==> config.mk <==
export PLATFORM = sky130hd
export DESIGN_NAME = sim_mem_arb
export DESIGN_NICKNAME = d
export VERILOG_FILES = /design/src/rtl/sim_mem_arb.sv
export SDC_FILE = /design/constraint.sdc
export NUM_CORES = 1
export LEC_CHECK = 0
export BUFFER_PORTS_ARGS = -buffer_cell sky130_fd_sc_hd__buf_2
export CORE_MARGIN = 2
export CORE_UTILIZATION = 51
export DETAILED_ROUTE_END_ITERATION = 12
export PLACE_DENSITY_LB_ADDON = 0.05
export REMOVE_ABC_BUFFERS = 1
export SLEW_MARGIN = 0
export SYNTH_ARGS = -nofsm -noshare
export SYNTH_HDL_FRONTEND = slang
export SYNTH_SLANG_ARGS = --single-unit
export TNS_END_PERCENT = 20
==> constraint.sdc <==
create_clock -name clk -period 11.7 [get_ports clk]
set_input_delay 1.755 -clock clk [delete_from_list [all_inputs] [get_ports clk]]
set_output_delay 1.755 -clock clk [all_outputs]
set_load 0.05 [all_outputs]
==> src/rtl/sim_mem_arb.sv <==
// Round-robin arbiter/sequencer giving two requesters shared access to one simulated memory.
// Latency: grant on the edge that samples req; one ACCESS cycle, then a one-cycle ack (3 cycles per transaction).
// Backpressure: a requester holds req and its operands until it sees ack; the losing requester simply waits.
//
// Ports:
//   clk, reset                        clock and asynchronous active-high reset
//   reqX/weX/addrX/dinX (X = A, B)    requester transaction inputs; weX == 0 means a read
//   ackX/doutX                        one-cycle completion pulse and the last read data for that requester
//   memAddr/memDin/memOe/memWea       memory pins driven by this block
//   memDout                           combinational read data from the memory, valid while memOe is high
//
// WIDTH must be a multiple of NBYTES; each write lane covers WIDTH/NBYTES bits.

module sim_mem_arb #(
  parameter int SIZE   = 4096,
  parameter int WIDTH  = 36,
  parameter int NBYTES = 4
) (
  input  logic                    clk,
  input  logic                    reset,
  input  logic                    reqA,
  input  logic [NBYTES-1:0]       weA,
  input  logic [$clog2(SIZE)-1:0] addrA,
  input  logic [WIDTH-1:0]        dinA,
  output logic                    ackA,
  output logic [WIDTH-1:0]        doutA,
  input  logic                    reqB,
  input  logic [NBYTES-1:0]       weB,
  input  logic [$clog2(SIZE)-1:0] addrB,
  input  logic [WIDTH-1:0]        dinB,
  output logic                    ackB,
  output logic [WIDTH-1:0]        doutB,
  output logic [$clog2(SIZE)-1:0] memAddr,
  output logic [WIDTH-1:0]        memDin,
  input  logic [WIDTH-1:0]        memDout,
  output logic                    memOe,
  output logic [NBYTES-1:0]       memWea
);

  localparam int AW = $clog2(SIZE);

  typedef enum logic [1:0] {IDLE, ACCESS, ACK} state_t;

  state_t state;
  logic   owner;       // 0 = A, 1 = B: who the current transaction belongs to
  logic   last_grant;  // 0 = A, 1 = B: most recent winner, loses the next tie

  // Arbitration: a lone requester wins outright; on a tie the one that did
  // not win last time goes first.
  logic              pick_b;
  logic [AW-1:0]     sel_addr;
  logic [WIDTH-1:0]  sel_din;
  logic [NBYTES-1:0] sel_we;

  always_comb begin
    pick_b   = reqB && (!reqA || !last_grant);
    sel_addr = pick_b ? addrB : addrA;
    sel_din  = pick_b ? dinB  : dinA;
    sel_we   = pick_b ? weB   : weA;
  end

  // memAddr/memDin double as the latched transaction operands, so they keep
  // their last values while idle. memWea doubles as the latched write enables
  // and is cleared once ACCESS ends; memOe marks a read for the whole ACCESS
  // cycle. Because both are reset asynchronously, a reset during ACCESS
  // removes the write strobe before the committing edge.
  always_ff @(posedge clk or posedge reset) begin
    if (reset) begin
      state      <= IDLE;
      owner      <= 1'b0;
      last_grant <= 1'b1;
      memAddr    <= '0;
      memDin     <= '0;
      memOe      <= 1'b0;
      memWea     <= '0;
      ackA       <= 1'b0;
      ackB       <= 1'b0;
      doutA      <= '0;
      doutB      <= '0;
    end else begin
      case (state)
        IDLE: begin
          ackA <= 1'b0;
          ackB <= 1'b0;
          if (reqA || reqB) begin
            owner      <= pick_b;
            last_grant <= pick_b;
            memAddr    <= sel_addr;
            memDin     <= sel_din;
            memWea     <= sel_we;
            memOe      <= (sel_we == '0);
            state      <= ACCESS;
          end
        end
        ACCESS: begin
          memWea <= '0;
          memOe  <= 1'b0;
          // Read data is captured only into the owner's register; the other
          // requester's last read result is left untouched.
          if (memOe) begin
            if (owner) doutB <= memDout;
            else       doutA <= memDout;
          end
          ackA  <= !owner;
          ackB  <= owner;
          state <= ACK;
        end
        ACK: begin
          ackA  <= 1'b0;
          ackB  <= 1'b0;
          state <= IDLE;
        end
        default: begin
          ackA  <= 1'b0;
          ackB  <= 1'b0;
          state <= IDLE;
        end
      endcase
    end
  end

endmodule

### After elaboration in Yosys (flattened, before gate mapping)

Index checks and enable logic that the tools add are counted.

| operators by class | value |
|---|---|
| reductions and logical operators | 13 |
| equal/unequal tests | 2 |
| multiplexer cells | 11 |
| bitwise operators | 1 |

Operators by type and width:

| kind | number |
|---|---|
| 36-bit 2-to-1 mux | 1 |
| 12-bit 2-to-1 mux | 1 |
| 4-bit 2-to-1 mux | 2 |
| 4-bit one-hot mux with 2 select lines | 1 |
| 3-bit AND reduction | 2 |
| 4-bit zero test | 1 |
| 2-bit one-hot mux with 2 select lines | 1 |
| 2-bit AND reduction | 2 |
| 1-bit zero test | 3 |
| 1-bit 2-to-1 mux | 3 |
| 2-bit by 1-bit == test with 1-bit output (second input constant) | 1 |
| 2-bit zero test | 1 |
| 1-bit logical OR | 2 |
| 2-bit 2-to-1 mux | 1 |
| 2-bit inequality test (second input constant) | 1 |
| 1-bit one-hot mux with 2 select lines | 1 |
| 2-bit nonzero test | 1 |
| 1-bit logical AND | 1 |
| 1-bit NOT | 1 |

| storage, ports and cells | value |
|---|---|
| flip-flop bits (word level) | 131 |
| logic and storage cells | 38 |
| output and inout port bits | 127 |

### Longest topological paths before layout

| logic depth | value |
|---|---|
| word-level depth | 7 |
| mapped depth | 5 |
| gate-level depth less buffers | 4 |

### Worst setup path before layout

OpenSTA, ideal clock, no wires.

| timing | value |
|---|---|
| path kind | in2reg |
| start | input port reqB |
| end | register memDin[25] |
| required time | 11575 ps |
| setup time | 125 ps |
| arrival | 2762 ps |
| path slack | 8813 ps |
| stages | 5 |
| path buffers | 2 |
| path through | a21boi_2 -> buf_6 -> buf_8 -> mux2_4 -> mux2_4 |

| between the ends | value |
|---|---|
| word-level cells in the longest chain between the ends | 2 |
| elaborated cells between the ends (all ways) | 4 |
| classes of those cells | 1 x mux; 3 x reduce/logical |

RTL lines:

| element | RTL line | text |
|---|---|---|
| start, declared | 27 | `input logic reqB,` |
| 1-bit logical AND or 1-bit logical OR (tied branches) | 56, 85 |  |
| 36-bit 2-to-1 mux or 2-bit AND reduction (tied branches) | -- |  |
| end signal, assigned | 89 | `memDin <= sel_din;` |
| end, declared | 34 | `output logic [WIDTH-1:0] memDin,` |

Several ways; a longest one is shown, not always the timed one.
A chain may end at the register's enable or synchronous reset.

### Worst setup path in the final report

| timing | value |
|---|---|
| start | input port reqB |
| end | register memDin[21] |

The elaborated chain is that of the path after synthesis.

==> qor.txt <==
ROUTING
-------------------------------------------------------------------------------
Wire length per cell after detailed routing ......................      16.7 um
First-pass DRT Iterations ........................................            4
Post-detailed-route DRC marker count .............................            0
Violation count after the first detailed-routing iteration .......          142
Number of nets with antenna violations after routing .............            0
Vias per Instance ................................................         4.99
Drt total wl .....................................................    13,100 um
Routed vias ......................................................        3,914

STA
-------------------------------------------------------------------------------
Final Hold Fails .................................................            0
Max-slew headroom at the worst pin ...............................        42.4%
Final clock skew .................................................   0.00403 ns
Setup tns final ..................................................         0 ns
Share of the cycle needed by the critical path after routing .....        28.7%
Maximum clock rate ...............................................      298 MHz
Max-slew violations ..............................................            0
Slew of the pin with the lowest slew margin ......................     0.864 ns
Final setup violation count ......................................            0
RSZ-0062 raised after global routing .............................        false
Fin crit period ..................................................      3.35 ns

WORST SETUP PATH
-------------------------------------------------------------------------------
Worst Path Arrival ...............................................      3.64 ns
Maximum fanout count along the critical path .....................           48
Classification of the worst setup path ...........................       in2reg
Number of cells traversed by the worst register-to-register path .            5
Endpoint of the lowest-slack register-to-register path ...........   memDin[21]
FF-to-FF setup slack .............................................      9.38 ns
Critical path required time ......................................     11.99 ns
Worst reg2reg startpoint .........................................     state[0]
Element type at the critical path end ............................     register
Critical path launch point type ..................................   input port

PWR
-------------------------------------------------------------------------------
Power consumption ................................................      2.69 mW
Leakage ..........................................................      4.20 nW
Highest ir drop seen on vdd ......................................   0.000220 V
Areal power density over the cells ...............................   338 nW/um2

CLOCK TREE
-------------------------------------------------------------------------------
Number of buffers created by CTS .................................           17
CTS tree .........................................................          yes
Hold-fix buffers, CTS ............................................            0
Worst skew pair latency ..........................................      0.41 ns
H-tree depth reported by CTS .....................................            4
Setup fix buffers added after clock tree synthesis ...............            0
Post-cts resize count ............................................            0
Clock slew at reported path FFs ..................................      0.06 ns
Maximum clock path buffer count ..................................            2
Root buf cell ....................................................    clkbuf_16
Clock sinks ......................................................          131

GLOBAL ROUTE
-------------------------------------------------------------------------------
Largest net degree at the start of global routing ................           71
Vias in the first global route ...................................        4,180
GRT Residual Overflow ............................................            0
First-pass GRT wire length .......................................    20,900 um
Initial antenna violation count ..................................            0
GRT Util Overall .................................................        21.4%

LOGIC SYNTHESIS
-------------------------------------------------------------------------------
Most common flop cell mapped by yosys ............................      dfrtp_1
Ys async rst share ...............................................         100%
EDFF count, synth ................................................            0
Synth Warn # .....................................................            0
Distinct cells, synth ............................................           30
Combined area of all synthesized cells ...........................     5960 um2
Proportion of synthesized chip area in sequential cells ..........        55.0%
Number of flip-flops and latches in the synthesized netlist ......          131
Instance count of the mapped netlist .............................          353
Average footprint of a synthesized cell ..........................     16.9 um2

LAYOUT
-------------------------------------------------------------------------------
Area Overhead vs Synth ...........................................        33.6%
Commonest cells after routing, fill and taps aside ............... buf_2 (270), dfrtp_1 (130), mux2_4 (88)
Count of inserted antenna diode cells ............................            0
Number of fillers in the final layout ............................          833
Leading cell type in the layout, fill and taps excluded ..........        buf_2
Fin nets .........................................................          772
Fraction of layout instances using a drive strength above 1 ......        74.6%

FLOORPLANNING
-------------------------------------------------------------------------------
Placeable core area ..............................................   11,400 um2
Starting Density .................................................        52.2%
Total I/O pin count ..............................................          271
Die H ............................................................       112 um
Total number of placement rows ...................................           39
Die Width ........................................................       112 um
Total Die Area ...................................................   12,600 um2

PLACED DESIGN
-------------------------------------------------------------------------------
Sum of net half-perimeters after detailed placement ..............      9570 um
Placer Congestion ................................................        0.804
IO Port Bufs .....................................................          270

JOB
-------------------------------------------------------------------------------
Count of max-cap constraint violations ...........................            0

RUN STATUS
-------------------------------------------------------------------------------
Result of the run ................................................ finished clean

WORST HOLD PATH
-------------------------------------------------------------------------------
Startpoint of the worst hold path ................................    doutB[24]
Instance count along the most critical hold path .................            1
Path category of the worst min-delay check .......................      reg2reg
Hold path endpoint ...............................................    doutB[24]

==> report_power, final <==
part / switching, mW / total, mW / leakage (nW) / internal, mW
logic: 0.929 / 1.37 / 2.30 / 0.438
clock network: 0.187 / 0.560 / 0.307 / 0.373
registers: 0.108 / 0.762 / 1.60 / 0.653
==> state kept, by name, summed over array words and instances (netlist names) <==
signal,cells
ackA,1
memOe,1
doutB,36
last_grant,1
owner,1
state,2
memWea,4
doutA,36
memDin,36
memAddr,12
ackB,1
==> worst max-delay path, cell delays in order <==
cell and delay (ns):
buf_2 0.14, a21boi_4 0.32, buf_4 0.70, mux2_2 0.42, mux2_2 0.26
==> per-stage QoR <==
| step | util, % | hold WS [ns] | setup slack, ns | std cells | cell area (um2) |
|---|---|---|---|---|---|
| after floorplan | - | 0.504 | 6.45 | 335 | 5750 |
| after global placement | 64.2 | 0.472 | 8.01 | 752 | 7330 |
| after detailed placement | 64.2 | 0.480 | 7.93 | 752 | 7330 |
| after CTS | 69.7 | 0.493 | 8.34 | 784 | 7960 |
| after global routing | 69.7 | 0.507 | 8.26 | 784 | 7960 |
| final | 69.7 | 0.494 | 8.35 | 784 | 7960 |
==> per-layer routing <==
| layer | GRT usage, % | wire, um |
|---|---|---|
| met3 | 5.89 | 931 |
| met4 | 10.1 | 342 |
| met2 | 36.6 | 6500 |
| met1 | 25.0 | 5300 |
| met5 | 0 | 0 |
==> kinds of logic after synthesis <==
kind of cell / count (synthesis) / synth area share, %
muxes: 175 / 38.5
buffers and inverters: 22 / 3.69
and+or+nand+nor: 15 / 1.62
AOI/OAI and AO/OA: 10 / 1.20
DFF: 131 / 55.0
==> cells in the mapped netlist (2+ instances only) <==
cell type    n  share of area [%]
dfrtp_1    130                 55
mux2_4      88                 22
mux2_2      79                 15
mux2i_1      7                1.2
buf_6        6                1.1
buf_12       4                1.3
buf_2        4               0.34
nand2_1      4               0.25
buf_4        3               0.38
inv_1        3               0.19
nor3_1       3               0.25
a21oi_1      2               0.17
nor2_1       2               0.13
o21ai_0      2               0.17
==> cell type report <==
type	count	area (um2)	area share [%]
sequential	131	3280	41.2
clock buffer	23	478	6.01
tap	143	179	2.25
timing repair buffer	274	1380	17.4
inverter	4	17.5	0.220
clock inverter	9	151	1.90
multi-input combinational	200	2470	31.1
==> how the worst max path moves through the flow <==
stage	startpoint	to	slack (ns)	cells past startpoint
after floorplan	reset	ackA	6.45	1
after global placement	reqB	memDin[22]	8.01	5
after detailed placement	reqB	memDin[21]	7.93	5
after CTS	reqB	memDin[21]	8.34	5
after global routing	reqB	memDin[21]	8.26	5
final	reqB	memDin[21]	8.35	5
Power figures use the tool's default switching activity.
